===== src/rtl/wb_arbiter.sv =====
// wb_arbiter: writeback arbiter feeding the integer register file write port.
// Two source queues (ALU, load/store) of DEPTH entries each, round-robin grant,
// registered write strobe/address/data, and a pending-register mask.
// Optional same-cycle read bypass is built when WB_BYPASS_EN is defined.
module wb_arbiter #(
    parameter int DEPTH = 2
) (
    input  logic        clk,
    input  logic        rst,
    input  logic        alu_valid,
    output logic        alu_ready,
    input  logic [4:0]  alu_rd,
    input  logic [31:0] alu_data,
    input  logic        mem_valid,
    output logic        mem_ready,
    input  logic [4:0]  mem_rd,
    input  logic [31:0] mem_data,
    input  logic        flush,
    output logic        w_enable,
    output logic [4:0]  w_addr,
    output logic [31:0] w_data,
    output logic [31:0] pending
`ifdef WB_BYPASS_EN
    ,
    input  logic [4:0]  rs1,
    input  logic [4:0]  rs2,
    output logic        fwd1_hit,
    output logic        fwd2_hit,
    output logic [31:0] fwd1_data,
    output logic [31:0] fwd2_data
`endif
);

    localparam int PW = (DEPTH > 1) ? $clog2(DEPTH) : 1;
    localparam int CW = $clog2(DEPTH + 1);
    localparam logic [PW-1:0] LAST = PW'(DEPTH - 1);
    localparam logic [CW-1:0] FULL = CW'(DEPTH);

    // Index 0 is the ALU queue, index 1 the load/store queue.
    logic [1:0]  w_valid;
    logic [1:0]  w_ready;
    logic [1:0]  w_push;
    logic [1:0]  w_pop;
    logic [1:0]  w_nonempty;
    logic [4:0]  w_in_rd     [2];
    logic [31:0] w_in_data   [2];
    logic [4:0]  w_head_rd   [2];
    logic [31:0] w_head_data [2];
    logic [31:0] w_q_mask    [2];
    logic        w_gnt_alu;
    logic        w_gnt_mem;
    logic [31:0] w_pend_all;

    logic        r_prio;
    logic        r_we;
    logic [4:0]  r_addr;
    logic [31:0] r_data;

    assign w_valid      = {mem_valid, alu_valid};
    assign w_in_rd[0]   = alu_rd;
    assign w_in_rd[1]   = mem_rd;
    assign w_in_data[0] = alu_data;
    assign w_in_data[1] = mem_data;
    assign alu_ready    = w_ready[0];
    assign mem_ready    = w_ready[1];
    assign w_pop        = {w_gnt_mem, w_gnt_alu};

    genvar s, i;
    generate
        for (s = 0; s < 2; s++) begin : g_q
            logic [4:0]    r_rd   [DEPTH];
            logic [31:0]   r_dat  [DEPTH];
            logic [PW-1:0] r_wptr;
            logic [PW-1:0] r_rptr;
            logic [CW-1:0] r_count;
            logic [31:0]   w_acc  [DEPTH+1];

            // Ready is a pure function of occupancy so it never loops back through valid.
            assign w_ready[s]     = (r_count != FULL);
            assign w_nonempty[s]  = (r_count != '0);
            assign w_push[s]      = w_valid[s] && w_ready[s] && !flush;
            assign w_head_rd[s]   = r_rd[r_rptr];
            assign w_head_data[s] = r_dat[r_rptr];

            // Pointer and occupancy tracking; flush empties the queue outright.
            always_ff @(posedge clk or posedge rst) begin
                if (rst) begin
                    r_wptr  <= '0;
                    r_rptr  <= '0;
                    r_count <= '0;
                end else if (flush) begin
                    r_wptr  <= '0;
                    r_rptr  <= '0;
                    r_count <= '0;
                end else begin
                    if (w_push[s])
                        r_wptr <= (r_wptr == LAST) ? '0 : r_wptr + PW'(1);
                    if (w_pop[s])
                        r_rptr <= (r_rptr == LAST) ? '0 : r_rptr + PW'(1);
                    if (w_push[s] && !w_pop[s])
                        r_count <= r_count + CW'(1);
                    else if (!w_push[s] && w_pop[s])
                        r_count <= r_count - CW'(1);
                end
            end

            // Payload storage needs no reset: validity is carried by the pointers.
            always_ff @(posedge clk) begin
                if (w_push[s]) begin
                    r_rd[r_wptr]  <= w_in_rd[s];
                    r_dat[r_wptr] <= w_in_data[s];
                end
            end

            // A slot is live when it sits in the circular window [rptr, wptr).
            assign w_acc[0] = '0;
            for (i = 0; i < DEPTH; i++) begin : g_ent
                logic w_live;
                assign w_live = (r_count == FULL) ||
                                ((r_count != '0) &&
                                 ((r_wptr > r_rptr) ?
                                  ((PW'(i) >= r_rptr) && (PW'(i) < r_wptr)) :
                                  ((PW'(i) >= r_rptr) || (PW'(i) < r_wptr))));
                assign w_acc[i+1] = w_acc[i] | (w_live ? (32'd1 << r_rd[i]) : 32'd0);
            end
            assign w_q_mask[s] = w_acc[DEPTH];
        end
    endgenerate

    // A lone head wins; with both heads present the prio bit breaks the tie.
    assign w_gnt_alu = !flush && w_nonempty[0] && (!w_nonempty[1] || !r_prio);
    assign w_gnt_mem = !flush && w_nonempty[1] && (!w_nonempty[0] ||  r_prio);

    // Output register and round-robin pointer; rd=0 heads are popped without a strobe.
    always_ff @(posedge clk or posedge rst) begin
        if (rst) begin
            r_we   <= 1'b0;
            r_addr <= '0;
            r_data <= '0;
            r_prio <= 1'b0;
        end else if (w_gnt_alu) begin
            r_we   <= (w_head_rd[0] != 5'd0);
            r_addr <= w_head_rd[0];
            r_data <= w_head_data[0];
            r_prio <= 1'b1;
        end else if (w_gnt_mem) begin
            r_we   <= (w_head_rd[1] != 5'd0);
            r_addr <= w_head_rd[1];
            r_data <= w_head_data[1];
            r_prio <= 1'b0;
        end else begin
            r_we   <= 1'b0;
        end
    end

    assign w_enable   = r_we;
    assign w_addr     = r_addr;
    assign w_data     = r_data;
    assign w_pend_all = w_q_mask[0] | w_q_mask[1] | (r_we ? (32'd1 << r_addr) : 32'd0);
    assign pending    = w_pend_all & ~32'd1;

`ifdef WB_BYPASS_EN
    // The register file returns the stale value on a same-edge read/write collision.
    assign fwd1_hit  = r_we && (r_addr == rs1) && (rs1 != 5'd0);
    assign fwd2_hit  = r_we && (r_addr == rs2) && (rs2 != 5'd0);
    assign fwd1_data = r_data;
    assign fwd2_data = r_data;
`endif

endmodule


===== config.mk =====
export PLATFORM = sky130hd
export DESIGN_NAME = wb_arbiter
export DESIGN_NICKNAME = d
export VERILOG_FILES = /design/src/rtl/wb_arbiter.sv
export SDC_FILE = /design/constraint.sdc
export NUM_CORES = 1
export LEC_CHECK = 0
export ABC_AREA = 1
export ABC_CLOCK_PERIOD_IN_PS = 3730
export CAP_MARGIN = 5
export CORE_AREA = 4 4 138 140
export CTS_CLUSTER_DIAMETER = 80
export DETAILED_ROUTE_END_ITERATION = 8
export DIE_AREA = 0 0 142 144
export HOLD_SLACK_MARGIN = 0.1
export PLACE_DENSITY = 0.79
export RECOVER_POWER = 25
export SLEW_MARGIN = 20
export SYNTH_ARGS = -nofsm -noshare
export SYNTH_HDL_FRONTEND = slang
export SYNTH_SLANG_ARGS = --single-unit
export TNS_END_PERCENT = 50

===== constraint.sdc =====
create_clock -name clk -period 3.73 [get_ports clk]
set_input_delay 1.119 -clock clk [delete_from_list [all_inputs] [get_ports clk]]
set_output_delay 1.119 -clock clk [all_outputs]
set_load 0.05 [all_outputs]

==> out/metrics.sh, run 1 <==
OUTCOME='finished, final reports clean'
SETUP_VIOLATIONS=0
CRITPATHCAPTURE='pending[16]'
SYNTH_TOP_AREA_CELL='edfxtp_1'
POST_SYNTH_INSTANCE_AREA_SQ_UM=9460
NET-SWITCHING-POWER_mW=3.87
PATH_CLASS='reg -> out'
FINALHOLDVIOLCOUNT=0
DETAIL_ROUTE.WIRELENGTH_MICRONS=26800
P_COMB_SHARE_PCT=45.4
WORSTSKEWPAIRLATENCY_NS=0.44
SYN-INSTANCE-COUNT=1068
SETUP.WORST_PATH.START_CLASS='flop'
DRC_ERRORS=0
R2R-END='w_data[23]'
SYNTH.NET_COUNT=1147
TIMING.RR.START='g_q[0].r_count[0]'
FIRST_GLOBAL_VIAS=8096
P_LEAK_nW=4.65
GRT_ANTENNA_BEFORE_REPAIR=0
SYNTH_SEQ_CELLS=195
DESIGN.CORE.AREA_SQ_UM=17800
FIN_WORST_SKEW_NS=0.0117
RSZ0062_AT_GRT='false'
SYNTHTOLAYOUTAREAGROWTH_PCT=26.6
POSTLAYOUTCOREUTIL_PCT=67.1
PWR_DENSITY_CELL_nW_PER_UM2=729
YOSYSSEQAREASHARE_PCT=59.4
MAXCAPVIOLATIONS=0
PLACE.GP.CONGESTION=0.948
CTSROOTBUFFERMASTER='clkbuf_16'
FINALCRITPERIODSHARE_PCT=96.3
MAXSLEWHEADROOM_PCT=48.5
WORST_HOLD_PATH_TYPE='reg -> reg'
PLACEMENT.SETUP.WORST_SLACK_NS=0.496
WORSTPATHREQUIRED_NS=2.61
ACHIEVABLE-FREQUENCY_GHz=0.278
SYNTH_TOP_FAMILY_BY_AREA='simple AND/OR/NAND/NOR gates'
POST_SYNTH_XOR_AREA_FRACTION_PCT=0
ACCUMULATED_NEGATIVE_SETUP_SLACK_NS=0
SYNTH_WARNINGS=0
DETAILEDROUTE.FIRSTPASSITERATIONCOUNT=6
POST_SYNTH_MAIN_AREA_CONTRIBUTORS='edfxtp_1 47%, dfrtp_1 12%, nor2_1 11%'
GRT_START_MAX_NET_PINS=46
START_UTIL_PCT=53.0
WIRE_PER_INST_MICRONS=18.7
TIMING.FINAL.WS_SETUP_NS=0.138
POWER_FRAC_SEQ_PCT=35.5
REGTOREGSETUPSLACK_NS=1.62
SHARE_OF_SYNTHESIZED_CELL_AREA_IN_AND_OR_NAND_AND_NOR_GATES_PCT=32.3
NUMBER_OF_DESIGN_RULE_VIOLATIONS_LEFT_BY_THE_FIRST_DETAILED_ROUTER_ITERATION=1105
TRITONCTS.NUM_BUFFERS=17
IO_PINS=151
LAYOUT.NETS=1274
GRT.OVERFLOW.TOTAL=0
ANT_NETS=0
POST-SYNTH-TOP-AREA-FRACTION_PCT=47.0
N_ANTENNA_CELL=0
WORST_IR_DROP_VDD_V=0.000646
P_SW_SHARE_PCT=44.4
CP.ARRIVAL_NS=2.47
DRT-VIAS-PER-INSTANCE=5.79
FINAL_SLEW_VIOLATIONS=0
WORST_SETUP_HOLD_PATH_CLK_SLEW_NS=0.08
REG2REGPATHDEPTH=8
SYNTH-COMPOUND-AREA-SHARE_PCT=2.87
CRIT_FANOUT=12
TIMING.CRITICAL_PATH.FROM='g_q[1].r_count[0]'
MAX_SLEW.WORST_PIN.SLEW_NS=0.771
CTS_NUM_SINKS=195
CTSHTREEMAXLEVEL=4
WORSTSETUPENDPOINTTYPE='primary output'
YOSYS-MUX-AREA-FRACTION_PCT=0
DIE-WIDTH_MICRONS=142
SYN_AVG_CELL_AREA_SQ_UM=8.86
DRIVE_ABOVE_1_SHARE_PCT=8.11
GR-USAGE-ALL-LAYERS_PCT=26.8
POST_SYNTH_FA_HA_MAJ_AREA_FRACTION_PCT=0
FP.DIEAREA_SQ_UM=20400
CTSLONGESTPATHBUFFERS=2
CLOCK_POWER_SHARE_PCT=19.1
DR_TOTAL_VIAS=8323
DIE_H_MICRONS=144
NUM_ROWS=49
WIRE_LENGTH_OF_THE_FIRST_GLOBAL_ROUTING_PASS_MICRONS=42400
MIN_PERIOD_NS=3.59
YOSYSUNIQUECELLTYPES=24
CLOCK_TREE_FROM_TRITONCTS='done'
INTERNAL_POWER_mW=4.86
HPWLAFTERDP_MICRONS=18800
PORTBUFFERS=149
-- layer usage --
layer | GRT usage (%) | vias to the layer above | share of wire, %
met4 | 10.3 | 0 | 3.1
met3 | 5.13 | 65 | 8.7
met1 | 35.1 | 3920 | 40
met2 | 44.7 | 466 | 49
li1 | - | 3872 | -
met5 | 0 | - | 0
-- power groups by stage --
stage / combinational (mW) / clock [mW] / sequential, mW
6_report: 3.96 / 1.67 / 3.10
5_1_grt: 4.28 / 1.77 / 3.14
4_1_cts: 3.98 / 1.68 / 3.09
3_5_place_dp: 3.97 / 0 / 3.12
3_3_place_gp: 3.88 / 0 / 3.12
2_1_floorplan: 1.92 / 0 / 3.71
-- kinds of logic (layout without fill, tap and decap cells) --
group / after synthesis / after routing
flip-flops: 195 / 195
AO/OA/AOI/OAI: 52 / 52
other: 1 / 1
AND/OR/NAND/NOR: 705 / 705
buffers and inverters: 115 / 255
-- area by class of cell --
cell class / instances / area, sq um
sequential: 195 / 5620
clock inverter: 11 / 85.1
clock buffer: 21 / 450
tap: 229 / 287
fill: 1318 / 5860
multi-input combinational: 758 / 3360
timing repair buffer: 173 / 1990
inverter: 50 / 188
-- per-stage QoR --
step / total power, mW / hold slack [ns] / instance area [sq um] / std cells
floorplan: 5.63 / 0.520 / 9460 / 1068
global placement: 7.00 / 0.466 / 11400 / 1405
detailed placement: 7.08 / 0.465 / 11400 / 1405
CTS: 8.75 / 0.486 / 12000 / 1437
global route: 9.18 / 0.501 / 12000 / 1437
finish: 8.73 / 0.481 / 12000 / 1437
-- cells in the final DEF (no fill, tap or decap), drive strengths merged --
master,count
clkdlybuf4s50,66
edfxtp,148
o21ai,52
dfrtp,47
nor2,280
or2,1
nor3,5
clkinv,13
inv,48
nand4,84
clkbuf,21
nand3,121
nand2,214
buf,55
dlygate4sd3,52
conb,1
-- cell usage after synthesis --
cell,number
o21ai_1,1
nand3_2,2
nand3_1,119
buf_4,8
nand2_1,212
buf_6,2
nor2_8,1
buf_2,25
dfrtp_1,47
or2_2,1
clkinv_1,4
nor3_1,5
clkbuf_1,24
nor2_4,1
nand2_2,2
o21ai_0,50
inv_2,2
nand4_1,84
conb_1,1
edfxtp_1,148
nor2_1,278
o21ai_4,1
buf_1,6
inv_1,44
-- sequential cells by signal, indices dropped and copies added, names as in the netlist --
name         flops
g_q.r_dat      128
w_enable         1
w_data          32
g_q.r_rd        20
g_q.r_rptr       2
g_q.r_wptr       2
g_q.r_count      4
r_prio           1
w_addr           5
-- worst min-delay path by stage --
stage                              from       endpoint  slack (ns)  depth (start not counted)
final                        w_data[12]     w_data[12]        0.48                          2
after CTS                     w_data[5]      w_data[5]        0.49                          2
after global placement        w_data[7]      w_data[7]        0.47                          2
after floorplan           g_q[0].r_wptr  g_q[0].r_wptr        0.52                          1
after global routing          w_data[5]      w_data[5]        0.50                          2
after detailed placement      w_data[0]      w_data[0]        0.46                          2
-- worst max-delay path, stage by stage, from the launching register on --
cell and delay [ns]:
dfrtp_1 0.53, nor2_1 0.12, inv_1 0.20, nand3_1 0.46, inv_1 0.32, nand3_1 0.11
nand3_1 0.15, buf_12 0.15
-- what timing repair did --
action	4_1_cts	5_1_grt
hold buffers	0	0
buffers inserted	0	0
gates resized for setup	0	1
hold endpoints to repair	0	0
endpoints found under the setup margin	0	3
Power figures use the tool's default switching activity.
==> inputs of run 2 (changes only) <==
--- a/config.mk
+++ b/config.mk
@@ -15,6 +15,7 @@
 export HOLD_SLACK_MARGIN = 0.1
 export PLACE_DENSITY = 0.79
 export RECOVER_POWER = 25
+export SETUP_SLACK_MARGIN = 0.4
 export SLEW_MARGIN = 20
 export SYNTH_ARGS = -nofsm -noshare
 export SYNTH_HDL_FRONTEND = slang
==> run 2 against run 1 <==
Net effect:
- sequential share of layout area decreased by 0.61 points
- clock power increased by 11%
- final area increased by 1.4%
- largest power group unchanged
- maximum frequency increased by 9.1%
- worst hold slack improved by 0.0090 ns
- non-clock buffer count increased by 1
- cell count about the same
- critical path type unchanged
- die area unchanged
- utilization increased by 0.95 points
- first-iteration DRC count decreased by 20%
==> out/metrics.sh, run 2 (synthesis gave the netlist of run 1 again) <==
DIE-WIDTH_MICRONS=142  # unchanged
PWR_DENSITY_CELL_nW_PER_UM2=741  # was 729 nW/um^2
DRT-VIAS-PER-INSTANCE=5.80  # was 5.79
FINAL_COMMON_CELL='nor2_1'  # unchanged
WORSTSETUPENDPOINTTYPE='primary output'  # unchanged
LARGEST_REGISTER_FF_COUNT=128  # unchanged
WIRE_PER_INST_MICRONS=19.0  # was 18.7 microns
POST_DP_CELL_AREA_SQ_UM=11400  # about the same
PATH_CLASS='reg -> out'  # unchanged
FINAL_CELL_AREA_SQ_UM=12100  # was 12000 sq um
GRT.OVERFLOW.TOTAL=0  # unchanged
CTSLONGESTPATHBUFFERS=2  # unchanged
MAXCAPVIOLATIONS=0  # unchanged
FINAL_SLEW_VIOLATIONS=0  # unchanged
WORSTPATHREQUIRED_NS=2.61  # about the same
P_COMB_SHARE_PCT=44.7  # was 45.4%
DETAILEDROUTE.FIRSTPASSITERATIONCOUNT=5  # was 6
SETUP_VIOLATIONS=0  # unchanged
FIN_WORST_SKEW_NS=0.0135  # was 0.0117 ns
DESIGN.CORE.AREA_SQ_UM=17800  # unchanged
MAX_SLEW.WORST_PIN.SLEW_NS=0.718  # was 0.771 ns
CRIT_FANOUT=16  # was 12
ACHIEVABLE-FREQUENCY_GHz=0.304  # was 0.278 GHz
CTS_NUM_SINKS=195  # unchanged
DIE_H_MICRONS=144  # unchanged
OUTCOME='finished, final reports clean'  # unchanged
ANT_NETS=0  # unchanged
CLOCK_TREE_FROM_TRITONCTS='done'  # unchanged
CTS_HOLD_BUF=0  # unchanged
POWER_FRAC_SEQ_PCT=34.7  # was 35.5%
POSTLAYOUTCOREUTIL_PCT=68.1  # was 67.1%
CP.ARRIVAL_NS=2.17  # was 2.47 ns
GRT_START_MAX_NET_PINS=45  # was 46
NUM_ROWS=49  # unchanged
START_UTIL_PCT=53.0  # unchanged
IO_PINS=151  # unchanged
PLACEMENT.SETUP.WORST_SLACK_NS=0.554  # was 0.496 ns
PLACE.GP.CONGESTION=0.971  # was 0.948
CTSROOTBUFFERMASTER='clkbuf_16'  # unchanged
GR-USAGE-ALL-LAYERS_PCT=26.8  # about the same
FINALCRITPERIODSHARE_PCT=88.2  # was 96.3%
WORST_IR_DROP_VDD_V=0.000611  # was 0.000646 V
CLOCK_POWER_SHARE_PCT=20.6  # was 19.1%
WORST_SETUP_HOLD_PATH_CLK_SLEW_NS=0.07  # was 0.08 ns
P_SW_SHARE_PCT=44.7  # was 44.4%
RSZ0062_AT_GRT='true'  # was false
WIRE_LENGTH_OF_THE_FIRST_GLOBAL_ROUTING_PASS_MICRONS=42300  # was 42400 microns
WORSTSKEWPAIRLATENCY_NS=0.44  # about the same
FINISH.CELL_COUNT_WITHOUT_FILLERS=1438  # was 1437
FINALHOLDVIOLCOUNT=0  # unchanged
DETAIL_ROUTE.WIRELENGTH_MICRONS=27400  # was 26800 microns
NET-SWITCHING-POWER_mW=4.02  # was 3.87 mW
SETUP.WORST_PATH.START_CLASS='flop'  # unchanged
FP.DIEAREA_SQ_UM=20400  # unchanged
NUMBER_OF_DESIGN_RULE_VIOLATIONS_LEFT_BY_THE_FIRST_DETAILED_ROUTER_ITERATION=887  # was 1105
MOSTFREQUENTLAYOUTCELLS='273 x nor2_1, 212 x nand2_1, 148 x edfxtp_1, 114 x nand3_1, 84 x nand4_1'  # was 274 x nor2_1, 212 x nand2_1, 148 x edfxtp_1, 119 x nand3_1, 84 x nand4_1
PORTBUFFERS=149  # unchanged
TRITONCTS.NUM_BUFFERS=17  # unchanged
ACCUMULATED_NEGATIVE_SETUP_SLACK_NS=0  # unchanged
FIRST_GLOBAL_VIAS=7942  # was 8096
INTERNAL_POWER_mW=4.97  # was 4.86 mW
DRC_ERRORS=0  # unchanged
WORST_HOLD_PATH_TYPE='reg -> reg'  # unchanged
LAYOUT.NETS=1275  # was 1274
REGISTERS.TOP_BY_FF_COUNT='g_q.r_dat'  # unchanged
MAXSLEWHEADROOM_PCT=52.0  # was 48.5%
DRIVE_ABOVE_1_SHARE_PCT=9.84  # was 8.11%
TIMING.FINAL.WS_SETUP_NS=0.438  # was 0.138 ns
P_LEAK_nW=4.69  # was 4.65 nW
MIN_PERIOD_NS=3.29  # was 3.59 ns
PLACE.DETAILED.INSTANCES=1402  # was 1405
HPWLAFTERDP_MICRONS=18900  # was 18800 microns
N_ANTENNA_CELL=0  # unchanged
DR_TOTAL_VIAS=8340  # was 8323
GRT_ANTENNA_BEFORE_REPAIR=1  # was 0
SYNTHTOLAYOUTAREAGROWTH_PCT=28.4  # was 26.6%
CTSHTREEMAXLEVEL=4  # unchanged
## run 2: changes by cell type in the layout (fill, tap and decap cells not counted), moves of 4 or more
cell / previous run / this run
dfrtp_2: 0 / 4
clkdlybuf4s50_1: 66 / 59
nand3_4: 0 / 4
nand3_1: 119 / 114
clkinv_8: 1 / 5
dfrtp_1: 47 / 43
inv_6: 2 / 8
clkinv_2: 5 / 1
clkinvlp_4: 0 / 5
clkinv_1: 4 / 0
dlygate4sd3_1: 52 / 59
## run 2: what timing repair did
item,in CTS,in global routing
gates resized for setup,4,18
endpoints found under the setup margin,29,31
pin swaps,0,2
setup buffers,0,4
endpoints found under the hold margin,0,0
## run 2: metal layers
layer,wire length [microns],global-route usage (%),vias up
li1,-,-,3875
met1,10700,36.2,3943
met2,13400,44.0,463
met3,2510,4.96,57
met4,749,9.80,2
met5,11,0,-
## run 2: worst max-delay path, cell delays in order (launching register included)
cell	delay, ns
dfrtp_1	0.45
nor2_4	0.21
inv_1	0.12
nand3_1	0.11
buf_6	0.19
nor2_1	0.06
nor2_1	0.22
nand3_1	0.19
buf_12	0.19
## run 2: area by class of cell
type | count | area (sq um)
repair buffers | 174 | 2000
flip-flops and latches | 195 | 5630
clock buffers | 17 | 425
fillers | 1347 | 5700
well taps | 229 | 287
clock inverters | 15 | 186
inverters | 50 | 206
multi-input cells | 758 | 3420
## run 2: worst paths after layout
path / slack (ns) / end / startpoint / cells past startpoint
worst max-delay path: 0.44 / pending[19] / g_q[0].r_count[1] / 8
worst min-delay path: 0.49 / w_data[2] / w_data[2] / 2
worst max register to register: 1.58 / g_q[1].r_dat[0][22] / g_q[1].r_count[0] / 7
worst min register to register: 0.49 / w_data[2] / w_data[2] / 2
max in group asynchronous: 1.86 / w_addr[1] / rst / 3
min in group asynchronous: 1.05 / w_data[26] / rst / 2
## run 2: per-stage QoR
step	hold slack, ns	power (mW)
6_report	0.490	9.00
5_1_grt	0.522	9.45
4_1_cts	0.489	8.95
3_5_place_dp	0.466	7.07
3_3_place_gp	0.468	7.00
2_1_floorplan	0.520	5.63
## run 2: power groups by stage
stage / logic [mW] / registers, mW / clock network (mW)
after floorplan: 1.92 / 3.71 / 0
after global placement: 3.86 / 3.14 / 0
final: 4.02 / 3.13 / 1.85
after detailed placement: 3.94 / 3.14 / 0
after CTS: 3.97 / 3.11 / 1.87
after global routing: 4.31 / 3.17 / 1.97
==> inputs of run 3 (changes only) <==
--- a/config.mk
+++ b/config.mk
@@ -8,15 +8,14 @@
 export ABC_AREA = 1
 export ABC_CLOCK_PERIOD_IN_PS = 3730
 export CAP_MARGIN = 5
-export CORE_AREA = 4 4 138 140
+export CORE_AREA = 2 2 136 138
 export CTS_CLUSTER_DIAMETER = 80
 export DETAILED_ROUTE_END_ITERATION = 8
-export DIE_AREA = 0 0 142 144
+export DIE_AREA = 0 0 138 140
 export HOLD_SLACK_MARGIN = 0.1
 export PLACE_DENSITY = 0.79
 export RECOVER_POWER = 25
 export SETUP_SLACK_MARGIN = 0.4
-export SLEW_MARGIN = 20
 export SYNTH_ARGS = -nofsm -noshare
 export SYNTH_HDL_FRONTEND = slang
 export SYNTH_SLANG_ARGS = --single-unit
==> run 3 against run 2 <==
Net effect:
- clock power is 2% lower
- non-clock buffer count rose by 3
- final area is 0.41% higher
- worst hold slack lost 0.0069 ns
- count of clock-buffer cells in the layout increased by 9
- worst setup slack improved by 0.037 ns
- largest power group unchanged
- clock skew fell by 0.0047 ns
- largest cell class unchanged
- flip-flop and latch count stayed put
- via count is 0.74% higher
- critical path depth shrank 1
- global-route usage is 0.92 points higher
- maximum frequency is 1.1% higher
==> out/metrics.sh, run 3 (synthesis gave the netlist of run 1 again) <==
GRT.OVERFLOW.TOTAL=0  # unchanged
CRITPATHBUFINV=3  # unchanged
DRT-VIAS-PER-INSTANCE=5.82  # was 5.80
SYNTHTOLAYOUTAREAGROWTH_PCT=28.9  # was 28.4%
CTS_HOLD_BUF=0  # unchanged
INTERNAL_POWER_mW=5.09  # was 4.97 mW
DIE_H_MICRONS=140  # was 144 microns
REGTOREGSETUPSLACK_NS=1.58  # about the same
P_SW_SHARE_PCT=43.5  # was 44.7%
TIMING.CRITICAL_PATH.CELLS='clkinvlp_4, buf_4, nand4_1, nor2_1, nor2_1, nand3_1, buf_12'  # was nor2_4, inv_1, nand3_1, buf_6, nor2_1, nor2_1, nand3_1, buf_12
ACHIEVABLE-FREQUENCY_GHz=0.307  # was 0.304 GHz
MIN_PERIOD_NS=3.26  # was 3.29 ns
START_UTIL_PCT=53.2  # was 53.0%
WIRE_PER_INST_MICRONS=18.7  # was 19.0 microns
MOSTFREQUENTLAYOUTCELLS='274 x nor2_1, 212 x nand2_1, 148 x edfxtp_1, 114 x nand3_1, 84 x nand4_1'  # was 273 x nor2_1, 212 x nand2_1, 148 x edfxtp_1, 114 x nand3_1, 84 x nand4_1
FIRST_GLOBAL_VIAS=8105  # was 7942
DRIVE_ABOVE_1_SHARE_PCT=9.72  # was 9.84%
RSZ0062_AT_GRT='false'  # was true
IO_PINS=151  # unchanged
CTSHTREEMAXLEVEL=4  # unchanged
DRC_ERRORS=0  # unchanged
DESIGN.CORE.AREA_SQ_UM=17800  # about the same
LAYOUT.NETS=1280  # was 1275
HOLD_PATH_STARTPOINT='w_data[13]'  # was w_data[2]
TIMING.RR.START='g_q[0].r_count[0]'  # was g_q[1].r_count[0]
P_LEAK_nW=4.68  # was 4.69 nW
WORST_SETUP_HOLD_PATH_CLK_SLEW_NS=0.07  # about the same
OUTCOME='finished, final reports clean'  # unchanged
ANT_NETS=0  # unchanged
WORST_IR_DROP_VDD_V=0.000635  # was 0.000611 V
CTS_NUM_SINKS=195  # unchanged
FINALCRITPERIODSHARE_PCT=87.3  # was 88.2%
NUMBER_OF_DESIGN_RULE_VIOLATIONS_LEFT_BY_THE_FIRST_DETAILED_ROUTER_ITERATION=849  # was 887
CRITICAL-PATH-TOP-CELL-BY-COUNT='nor2_1'
R2R-END='g_q[0].r_dat[0][25]'  # was g_q[1].r_dat[0][22]
PLACE.GP.CONGESTION=1.05  # was 0.971
P_COMB_SHARE_PCT=45.1  # was 44.7%
DIE-WIDTH_MICRONS=138  # was 142 microns
WIRE_LENGTH_OF_THE_FIRST_GLOBAL_ROUTING_PASS_MICRONS=42100  # was 42300 microns
CTSROOTBUFFERMASTER='clkbuf_16'  # unchanged
REG2REGPATHDEPTH=7  # unchanged
CP.ARRIVAL_NS=2.14  # was 2.17 ns
MAXCAPVIOLATIONS=0  # unchanged
FIN_WORST_SKEW_NS=0.00880  # was 0.0135 ns
WORST_HOLD_PATH_TYPE='reg -> reg'  # unchanged
NET-SWITCHING-POWER_mW=3.92  # was 4.02 mW
WORSTSETUPENDPOINTTYPE='primary output'  # unchanged
DR_TOTAL_VIAS=8402  # was 8340
GRT_START_MAX_NET_PINS=38  # was 45
PORTBUFFERS=149  # unchanged
MAX_SLEW.WORST_PIN.SLEW_NS=0.720  # was 0.718 ns
CRITICAL-PATH-TOP-DELAY-FAMILY='flip-flops'  # was simple AND/OR/NAND/NOR gates
CLOCK_TREE_FROM_TRITONCTS='done'  # unchanged
SETUP_VIOLATIONS=0  # unchanged
HOLD_PATH_END='w_data[13]'  # was w_data[2]
CTSLONGESTPATHBUFFERS=2  # unchanged
FP.DIEAREA_SQ_UM=19300  # was 20400 sq um
ACCUMULATED_NEGATIVE_SETUP_SLACK_NS=0  # unchanged
WORSTSKEWPAIRLATENCY_NS=0.43  # was 0.44 ns
FINAL_SLEW_VIOLATIONS=0  # unchanged
GR-USAGE-ALL-LAYERS_PCT=27.8  # was 26.8%
WORST_HOLD_SLACK_NS=0.483  # was 0.490 ns
CRIT_FANOUT=10  # was 16
PATH_CLASS='reg -> out'  # unchanged
FINALHOLDVIOLCOUNT=0  # unchanged
HPWLAFTERDP_MICRONS=18500  # was 18900 microns
FINAL_COMMON_CELL='nor2_1'  # unchanged
PLACE.DETAILED.INSTANCES=1399  # was 1402
TRITONCTS.NUM_BUFFERS=17  # unchanged
FINISH.CELL_COUNT_WITHOUT_FILLERS=1443  # was 1438
PWR_DENSITY_CELL_nW_PER_UM2=739  # was 741 nW/um^2
TIMING.CRITICAL_PATH.SLOWEST_STAGE_CELL='edfxtp_1'  # was dfrtp_1
DETAILEDROUTE.FIRSTPASSITERATIONCOUNT=6  # was 5
POWER_FRAC_SEQ_PCT=34.9  # was 34.7%
REGISTERS.TOP_BY_FF_COUNT='g_q.r_dat'  # unchanged
SETUP.WORST_PATH.START_CLASS='flop'  # unchanged
DETAIL_ROUTE.WIRELENGTH_MICRONS=27000  # was 27400 microns
WORSTPATHREQUIRED_NS=2.61  # about the same
TIMING.CRITICAL_PATH.SLOWEST_CELL_DELAY_NS=0.65  # was 0.45 ns
FILLERINSTANCES=1345  # was 1347
LARGEST_REGISTER_FF_COUNT=128  # unchanged
MAXSLEWHEADROOM_PCT=51.9  # was 52.0%
CLOCK_POWER_SHARE_PCT=20.0  # was 20.6%
GRT_ANTENNA_BEFORE_REPAIR=0  # was 1
N_ANTENNA_CELL=0  # unchanged
NUM_ROWS=49  # unchanged
HOLD-PATH-CELL-COUNT=2  # unchanged
[run 3: cell count changes in the layout (fill, tap and decap cells not counted), sizes merged, moves of 2 or more]
cell,change
nand3,+2
inv,-7
buf,+3
clkbuf,+9
clkinv,-3
[run 3: area by class of cell]
type,instances,area (sq um),share of cell area [%]
inverter,50,203,1.66
timing repair buffer,177,2060,16.9
clock inverter,6,96.3,0.790
multi-input combinational,760,3440,28.2
sequential,195,5630,46.1
tap,229,287,2.35
clock buffer,26,489,4.01
[run 3: how the worst max path moves through the flow]
stage                           start                  to  slack (ns)  cells past startpoint
finish              g_q[0].r_rd[1][3]         pending[18]        0.47                      7
global route        g_q[0].r_rd[1][3]          pending[7]        0.41                      7
detailed placement              flush   g_q[1].r_rd[0][3]        0.63                      5
CTS                     g_q[1].r_rptr         pending[26]        0.37                      7
floorplan                       flush  g_q[0].r_dat[0][0]        0.25                      4
global placement            mem_valid   g_q[1].r_rd[0][0]        0.65                      6
[run 3: per-layer routing]
metal | GRT usage (%) | up-vias | wire length (microns)
li1 | - | 3888 | -
met1 | 35.5 | 3961 | 10300
met2 | 46.2 | 477 | 13200
met3 | 5.88 | 76 | 2510
met4 | 12.0 | 0 | 1020
met5 | 0 | - | 0
[run 3: repair_timing]
action                     CTS  global route
setup endpoints to repair   25            31
pin swaps                    0             3
resized for setup            5            17
setup buffers                4             6
cloned                       0             2
[run 3: worst min-delay path, cell delays in order (launching register included)]
cell and delay [ns]:
dfrtp_1 0.34, nand2_1 0.05, nand2_1 0.06
[run 3: power by group through the flow]
stage / registers [mW] / logic [mW] / clock network [mW]
final: 3.14 / 4.06 / 1.81
after global placement: 3.15 / 3.87 / 0
after floorplan: 3.71 / 1.92 / 0
after CTS: 3.12 / 3.99 / 1.83
after global routing: 3.18 / 4.35 / 1.91
after detailed placement: 3.15 / 3.94 / 0
[run 3: per-stage QoR]
step / setup WS [ns] / power (mW) / util [%] / cell area [sq um]
finish: 0.475 / 9.01 / 68.6 / 12200
global route: 0.411 / 9.44 / 68.6 / 12200
CTS: 0.375 / 8.93 / 67.9 / 12100
detailed placement: 0.635 / 7.09 / 64.3 / 11400
global placement: 0.651 / 7.02 / 64.3 / 11400
floorplan: 0.250 / 5.63 / - / 9460
